--- config.mk ---
export PLATFORM = sky130hd
export DESIGN_NAME = vec_pipe_ctrl
export DESIGN_NICKNAME = d
export VERILOG_FILES = /design/src/rtl/vec_pipe_ctrl.sv
export SDC_FILE = /design/constraint.sdc
export NUM_CORES = 1
export LEC_CHECK = 0
export CAP_MARGIN = 25
export CORE_MARGIN = 2
export CORE_UTILIZATION = 40
export DETAILED_ROUTE_END_ITERATION = 10
export PLACE_DENSITY = 0.72
export SETUP_SLACK_MARGIN = 0.2
export SLEW_MARGIN = 0
export SYNTH_ARGS = -nofsm -noshare
export SYNTH_HDL_FRONTEND = slang
export SYNTH_SLANG_ARGS = --single-unit
--- constraint.sdc ---
create_clock -name clk -period 1.8 [get_ports clk]
set_input_delay 0.36 -clock clk [delete_from_list [all_inputs] [get_ports clk]]
set_output_delay 0.36 -clock clk [all_outputs]
set_load 0.01 [all_outputs]
--- src/rtl/vec_pipe_ctrl.sv ---
// Hazard and stall controller for the five-stage SIMD vector pipeline.
// It drives the load enables and bubble-clears of the IF/ID, ID/EX, EX/MEM
// and MEM/WB registers. It stalls ID on vector RAW hazards against
// in-flight writers, holds EX for multi-cycle ops, and flushes on taken
// branches. It also keeps saturating stall and flush event counters.
module vec_pipe_ctrl #(
    parameter int REG_ADDR = 4,
    parameter int MUL_LAT  = 3,
    parameter int CNT_W    = 16
) (
    input  logic                clk,
    input  logic                reset,
    input  logic                id_valid,
    input  logic [REG_ADDR-1:0] id_rs1,
    input  logic [REG_ADDR-1:0] id_rs2,
    input  logic                id_rs1_used,
    input  logic                id_rs2_used,
    input  logic                id_is_multi,
    input  logic                ex_we,
    input  logic                mem_we,
    input  logic                wb_we,
    input  logic [REG_ADDR-1:0] ex_rd,
    input  logic [REG_ADDR-1:0] mem_rd,
    input  logic [REG_ADDR-1:0] wb_rd,
    input  logic                br_taken,
    output logic                en_if_id,
    output logic                en_id_ex,
    output logic                en_ex_mem,
    output logic                en_mem_wb,
    output logic                clr_if_id,
    output logic                clr_id_ex,
    output logic                clr_ex_mem,
    output logic                mul_busy,
    output logic [CNT_W-1:0]    stall_cycles,
    output logic [CNT_W-1:0]    flush_count
);

    // The down-counter must be able to hold MUL_LAT itself.
    localparam int CW = $clog2(MUL_LAT + 1);
    localparam logic [CW-1:0] CNT_ONE  = CW'(1);
    localparam logic [CW-1:0] CNT_LOAD = CW'(MUL_LAT);
    // A latency of 1 behaves as an ordinary single-cycle op.
    localparam logic MULTI_EN = (MUL_LAT >= 2);

    typedef enum logic {
        RUN   = 1'b0,
        MULTI = 1'b1
    } state_t;

    state_t           state_q, state_d;
    logic [CW-1:0]    cnt_q, cnt_d;
    logic [CNT_W-1:0] stall_q, stall_d;
    logic [CNT_W-1:0] flush_q, flush_d;

    logic match_rs1;
    logic match_rs2;
    logic raw;
    logic holding;
    logic stall_evt;
    logic flush_evt;
    logic multi_enter;

    // RAW hazard: an ID source register matches any in-flight writer.
    always_comb begin
        match_rs1 = (ex_we  && (ex_rd  == id_rs1)) ||
                    (mem_we && (mem_rd == id_rs1)) ||
                    (wb_we  && (wb_rd  == id_rs1));
        match_rs2 = (ex_we  && (ex_rd  == id_rs2)) ||
                    (mem_we && (mem_rd == id_rs2)) ||
                    (wb_we  && (wb_rd  == id_rs2));
        raw       = id_valid && ((id_rs1_used && match_rs1) ||
                                 (id_rs2_used && match_rs2));
    end

    // The multi op still needs EX for more than the current cycle.
    assign holding = (state_q == MULTI) && (cnt_q > CNT_ONE);

    // Pipe-register controls; the release cycle of MULTI uses the RUN rules.
    always_comb begin
        en_if_id   = 1'b1;
        en_id_ex   = 1'b1;
        en_ex_mem  = 1'b1;
        en_mem_wb  = 1'b1;
        clr_if_id  = 1'b0;
        clr_id_ex  = 1'b0;
        clr_ex_mem = 1'b0;
        mul_busy   = (state_q == MULTI);
        stall_evt  = 1'b0;
        flush_evt  = 1'b0;
        if (reset) begin
            en_if_id  = 1'b0;
            en_id_ex  = 1'b0;
            en_ex_mem = 1'b0;
            en_mem_wb = 1'b0;
            mul_busy  = 1'b0;
        end else if (holding) begin
            // Freeze IF/ID and ID/EX, send bubbles down to MEM.
            en_if_id   = 1'b0;
            en_id_ex   = 1'b0;
            clr_ex_mem = 1'b1;
            stall_evt  = 1'b1;
        end else if (br_taken) begin
            // Flush wins over a hazard: the stalled instruction is squashed anyway.
            clr_if_id = 1'b1;
            clr_id_ex = 1'b1;
            flush_evt = 1'b1;
        end else if (raw) begin
            en_if_id  = 1'b0;
            clr_id_ex = 1'b1;
            stall_evt = 1'b1;
        end
    end

    // A multi op enters EX only when ID/EX really loads the ID instruction.
    assign multi_enter = MULTI_EN && !reset && !holding && id_valid &&
                         id_is_multi && en_id_ex && !clr_id_ex;

    // Next state, occupancy count and saturating event counters.
    always_comb begin
        state_d = state_q;
        cnt_d   = cnt_q;
        stall_d = stall_q;
        flush_d = flush_q;
        if (holding) begin
            cnt_d = cnt_q - CNT_ONE;
        end else if (multi_enter) begin
            state_d = MULTI;
            cnt_d   = CNT_LOAD;
        end else begin
            state_d = RUN;
            cnt_d   = '0;
        end
        if (stall_evt && (stall_q != {CNT_W{1'b1}})) begin
            stall_d = stall_q + CNT_W'(1);
        end
        if (flush_evt && (flush_q != {CNT_W{1'b1}})) begin
            flush_d = flush_q + CNT_W'(1);
        end
    end

    // State registers with synchronous reset; reset abandons any multi op.
    always_ff @(posedge clk) begin
        if (reset) begin
            state_q <= RUN;
            cnt_q   <= '0;
            stall_q <= '0;
            flush_q <= '0;
        end else begin
            state_q <= state_d;
            cnt_q   <= cnt_d;
            stall_q <= stall_d;
            flush_q <= flush_d;
        end
    end

    assign stall_cycles = stall_q;
    assign flush_count  = flush_q;

endmodule

==> impl_metrics.tcl <==
set metrics [dict create \
    core_mm2 0.00507 \
    pre_cts_slack_ns -1.05 \
    grt_first_pass_wirelength_um 11100 \
    syn2layout_area_growth_pct 85.0 \
    track_usage 0.232 \
    worst_slew_pin_slew_ns 0.340 \
    start_util 0.413 \
    die-area_mm2 0.00584 \
    yosys-top-cells-area "dfxtp_1 33%, xor2_1 11%, nand4_1 4.2%" \
    slew_viol_final 0 \
    crit_family "simple AND/OR/NAND/NOR gates" \
    cts_buffers 5 \
    clk_pin_slew_ns 0.07 \
    cts_tree "done" \
    skew_ns 0.0142 \
    synth.avg_cell_area_um2 8.46 \
    path_max_fanout 2 \
    row_count 26 \
    critPathKind "input port to output pin" \
    clock_latency_ns 0.30 \
    status "finished, violations left" \
    vias_per_cell 5.26 \
    fill_cells 341 \
    ioPinCount 70 \
    synth_cell_type_count 53 \
    grt_max_degree 17 \
    relSlewSlack 0.772 \
    ir_drop_mv 0.437 \
    hold_viol 0 \
    register_area_um2 732 \
    setup_viol 31 \
    vias 2430 \
    synth_cells 248 \
    fin_tns_setup_ns -4.35 \
    timing.fmax_mhz 467 \
    grt-ovfl-total 0 \
    arrival_ns 1.78 \
    drive_above_1_share 0.490 \
    ys_ff_latch 35 \
    clockBufferDepth 2 \
    fin_crit_sh 1.19 \
    grt_pass1_vias 2456 \
    port_buffers 69 \
    antenna_cells 0 \
    crit_chain "buf_2 -> xor2_1 -> nor3_1 -> nand4_1 -> nand4_1 -> buf_4 -> nor2_4 -> nor2b_1 -> o21a_1 -> buf_2" \
    hp-class "register to register" \
    syn_nets 281 \
    antenna_found_initial 0 \
    final_area_mm2 0.00388 \
    cts_htree_levels 2 \
    clock-sinks 35 \
    routed_wirelength_um 7370 \
    cp-start-kind "input port" \
    hpwl_um 4650 \
    leakagePower_nw 1.75 \
    synth_ff_type "dfxtp_1" \
    multi_input_area_mm2 0.00168 \
    postLayoutSetupSlackWorst_ns -0.340 \
    path_buf_inv 3 \
    cts_root_buf "clkbuf_8" \
    syn_area_mm2 0.00210 \
    async_flop_share 0 \
    place.gp.congestion 0.793 \
    die_h_um 76.4 \
    synth.yosys.warnings 0 \
    fin_util 0.765 \
    drt_iter0_drc 86 \
    critical_path_required_ns 1.44 \
    synth_area_leader_cell "dfxtp_1" \
    dr.pass1.iters 5 \
    yosys.area.top_type_share 0.334 \
    whs_ns 0.505 \
    max_stage_delay_ns 0.23 \
    synth_edf_count 0 \
    maxCapViolCount 0 \
    power_density_mw_per_mm2 440 \
    period_needed_ns 2.14 \
    detail-route-antenna-nets 0 \
    nNetsFinal 424 \
    worst_setup_path_end_kind "output pin" \
    wire_per_inst_um 15.9 \
    grt_setup_unrepaired "true" \
    yosysSeqAreaShare 0.334 \
    drcViolationCount 0 \
    slowest_stage "nor3_1" \
    violations "setup timing" \
    die_w_um 76.4 \
    postPlaceCellArea_mm2 0.00333 \
]
worst paths after layout:
path / startpoint / end / slack, ns / depth (start not counted)
worst max-delay path: mem_rd[3] / clr_id_ex / -0.34 / 10
worst min-delay path: stall_cycles[10] / stall_cycles[10] / 0.51 / 2
worst max register to register: cnt_q[1] / stall_cycles[14] / -0.22 / 10
worst min register to register: stall_cycles[10] / stall_cycles[10] / 0.51 / 2
tightest hold or removal path, delay by kind of cell (launching register included):
kind / cells / cell delay [ns]
compound gates: 2 / 0.11
flops: 1 / 0.36
layout by cell type, fill, tap and decap left out, types with 10 or more instances in the layout:
cell,count
buf_4,56
buf_6,33
dlygate4sd2_1,29
nor2_1,21
dfxtp_1,20
xor2_1,14
nand4_1,14
xor2_2,13
nand2_1,11
dfxtp_2,10
buf_2,10
sequential cells by signal (all words and copies together), names as in the netlist:
signal / cells
cnt_q: 2
state_q: 1
flush_count: 16
stall_cycles: 16
cell families after synthesis:
logic type | share of synthesized area
mux | 0.0256
xor+xnor | 0.154
fa+ha+maj | 0.0179
buf+inv | 0.0453
flops | 0.334
simple gates | 0.296
compound gates | 0.127
power by group:
part,internal [W],total [W],switching [W]
combinational,0.000193,0.000363,0.000170
sequential,0.000772,0.000777,0.00000410
clock,0.000265,0.000569,0.000304
routing by layer:
metal,part of all wire,track usage
met4,0.023,0.0945
met2,0.53,0.412
met3,0.044,0.0521
met5,0,0
met1,0.40,0.268
per-stage QoR:
stage,instances,total power (W)
final,462,0.00171
after global routing,462,0.00178
after CTS,457,0.00165
after detailed placement,435,0.00108
after global placement,435,0.00107
after floorplan,248,0.000912
cell type report:
cell class                      count  area share
Inverter                            7     0.00677
Multi-Input combinational cell    198       0.433
Tap cell                           70      0.0226
Timing Repair Buffer              144       0.328
Clock buffer                        5      0.0177
Sequential cell                    35       0.189
Clock inverter                      3     0.00387
repair_timing:
action / 4_1_cts / 5_1_grt
pin swaps: 41 / 31
setup buffers: 14 / 5
setup endpoints to repair: 69 / 47
gates resized for setup: 184 / 65
hold buffers: 0 / 0
synthesized netlist by cell type, types with 2 or more instances:
| cell | instances |
|---|---|
| inv_1 | 6 |
| mux2_2 | 3 |
| a21oi_1 | 17 |
| mux2i_1 | 2 |
| nor3_1 | 7 |
| and2_1 | 2 |
| nor3_2 | 2 |
| xnor2_1 | 10 |
| dfxtp_1 | 35 |
| clkbuf_1 | 2 |
| nand4_1 | 14 |
| o21ai_1 | 7 |
| nand2_1 | 12 |
| nand3_1 | 12 |
| or4_1 | 2 |
| xor2_1 | 27 |
| o21ai_0 | 6 |
| ha_1 | 3 |
| and3_1 | 3 |
| nor2b_1 | 7 |
| nor2_1 | 23 |
| or3_1 | 12 |
| o21a_1 | 3 |
| nor4_1 | 2 |
Power figures use the tool's default switching activity.
==> variant: new RTL, config.mk and constraints unchanged <==
Put one more register stage on the output `flush_count`. The value now appears one clock later. The other outputs are not delayed to match.
--- a/src/rtl/vec_pipe_ctrl.sv
+++ b/src/rtl/vec_pipe_ctrl.sv
@@ -154,7 +154,9 @@
     end
 
     assign stall_cycles = stall_q;
-    assign flush_count  = flush_q;
+    always_ff @(posedge clk) begin
+        flush_count <= flush_q;
+    end
 
 endmodule
 
Formal check against the unedited RTL: not equivalent (a bounded check fails within 4 cycles, from zero or initial values and one cycle with reset high).
==> variant against the original RTL <==
The flow still finishes with violations (setup timing). Power up 37%. Via count up 13%. Setup slack worse by 0.025 ns. Routed wire length grew 17%. Synthesized area up 17%. Design area is 16% higher. Sequential cell count increased by 16. Count of clock-buffer cells in the layout did not move. Critical path type is now reg2reg.
==> variant: results (changes against the original RTL) <==
=====================================================================================
Relative slew slack                                                             67.3%   -9.9 points
Layout cell share with drive strength beyond 1                                  48.8%   -0.23 points
Largest net degree at the start of global routing                                  22   +5
Number of cells produced by synthesis                                             277   +12%
Pre-CTS setup slack                                                         -0.876 ns   +0.176 ns
Mapped Nets                                                                       310   +10%
Maximum ir drop on the vdd rail                                                446 uV   +1.9%
Largest cells by area after synthesis                                    sky130_fd_sc_hd__dfxtp_1 (42%), sky130_fd_sc_hd__xor2_1 (7.9%), sky130_fd_sc_hd__xnor2_1 (5.4%), sky130_fd_sc_hd__nor2_1 (4.6%), sky130_fd_sc_hd__nand2_1 (4.0%)
Clock-pin slew of the registers on the worst-case setup and hold paths        0.11 ns   +0.04 ns
Outcome                                                                  finished with violations
Worst Hold Depth                                                                    0   -2
First-pass GRT wire length                                                    12.5 mm   +12%
Combined global-route utilization of all metal layers                           24.1%   +0.91 points
DRC violation total after the first TritonRoute iteration                         126   +47%
Cell family contributing the most delay on the critical path             compound AO/OA/AOI/OAI gates
Critical-path top delay cell                                             sky130_fd_sc_hd__dfxtp_2
Length of the first detailed-routing pass in iterations                             4   -1
GP Congestion                                                                   0.898   +13%
Setup violators final                                                              35   +13%
Cell types with the highest counts after synthesis                       sky130_fd_sc_hd__dfxtp_1 (51), sky130_fd_sc_hd__nor2_1 (30), sky130_fd_sc_hd__nand2_1 (26), sky130_fd_sc_hd__xor2_1 (22)
PnR worst setup slack                                                       -0.365 ns   -0.0252 ns
Net switching fraction of the power                                             25.4%   -2.6 points
Register area share after synthesis                                             41.7%   +8.3 points
Failing checks                                                           setup timing
Final net count                                                                   473   +12%
Worst min-delay path endpoint                                            flush_count[15]$_DFF_P_
Dpl hpwl                                                                      4.98 mm   +6.9%
Final non-filler cell total                                                       516   +12%
=====================================================================================
-- variant: kinds of logic after synthesis --
kind of cell               Yosys count  synth area share (%)
AOI/OAI and AO/OA                   42                  11.4
muxes                                9                  3.94
xor gates and xnor gates            37                  13.2
and+or+nand+nor                    120                  25.4
DFF                                 51                  41.7
buffers and inverters               15                  2.76
adders and majority gates            3                  1.53
-- variant: metal layers --
layer | up-vias | track usage, % | wire length [microns]
li1 | 1289 | - | -
met1 | 1312 | 26.8 | 3240
met2 | 110 | 43.6 | 4590
met3 | 35 | 4.46 | 417
met4 | 0 | 11.8 | 363
met5 | - | 0 | 0
-- variant: power by group through the flow --
stage                     Sequential [mW]  Clock [mW]  Combinational (mW)
final                                1.14       0.850               0.339
after global routing                 1.14       0.887               0.360
after CTS                            1.14       0.839               0.285
after detailed placement             1.17           0               0.264
after global placement               1.17           0               0.258
after floorplan                      1.17           0               0.107
-- variant: per-stage QoR --
step                      util, %  setup TNS, ns
after CTS                    71.0          -4.33
after global routing         76.3         -10.32
after floorplan                 -         -0.108
final                        76.3          -7.47
after detailed placement     63.2         -16.42
after global placement       63.2         -14.94
-- variant: area by class of cell --
| class | count | area, sq um |
|---|---|---|
| clock buffers | 5 | 68.8 |
| clock inverters | 3 | 46.3 |
| fillers | 373 | 1400 |
| inverters | 8 | 35.0 |
| multi-input cells | 211 | 1790 |
| flip-flops and latches | 51 | 1040 |
| well taps | 75 | 93.8 |
| repair buffers | 163 | 1450 |
-- variant: what timing repair did --
action / CTS / global route
setup buffers: 29 / 8
gates cloned: 1 / 0
pin swaps: 45 / 39
endpoints found under the setup margin: 58 / 42
gates resized for setup: 190 / 57
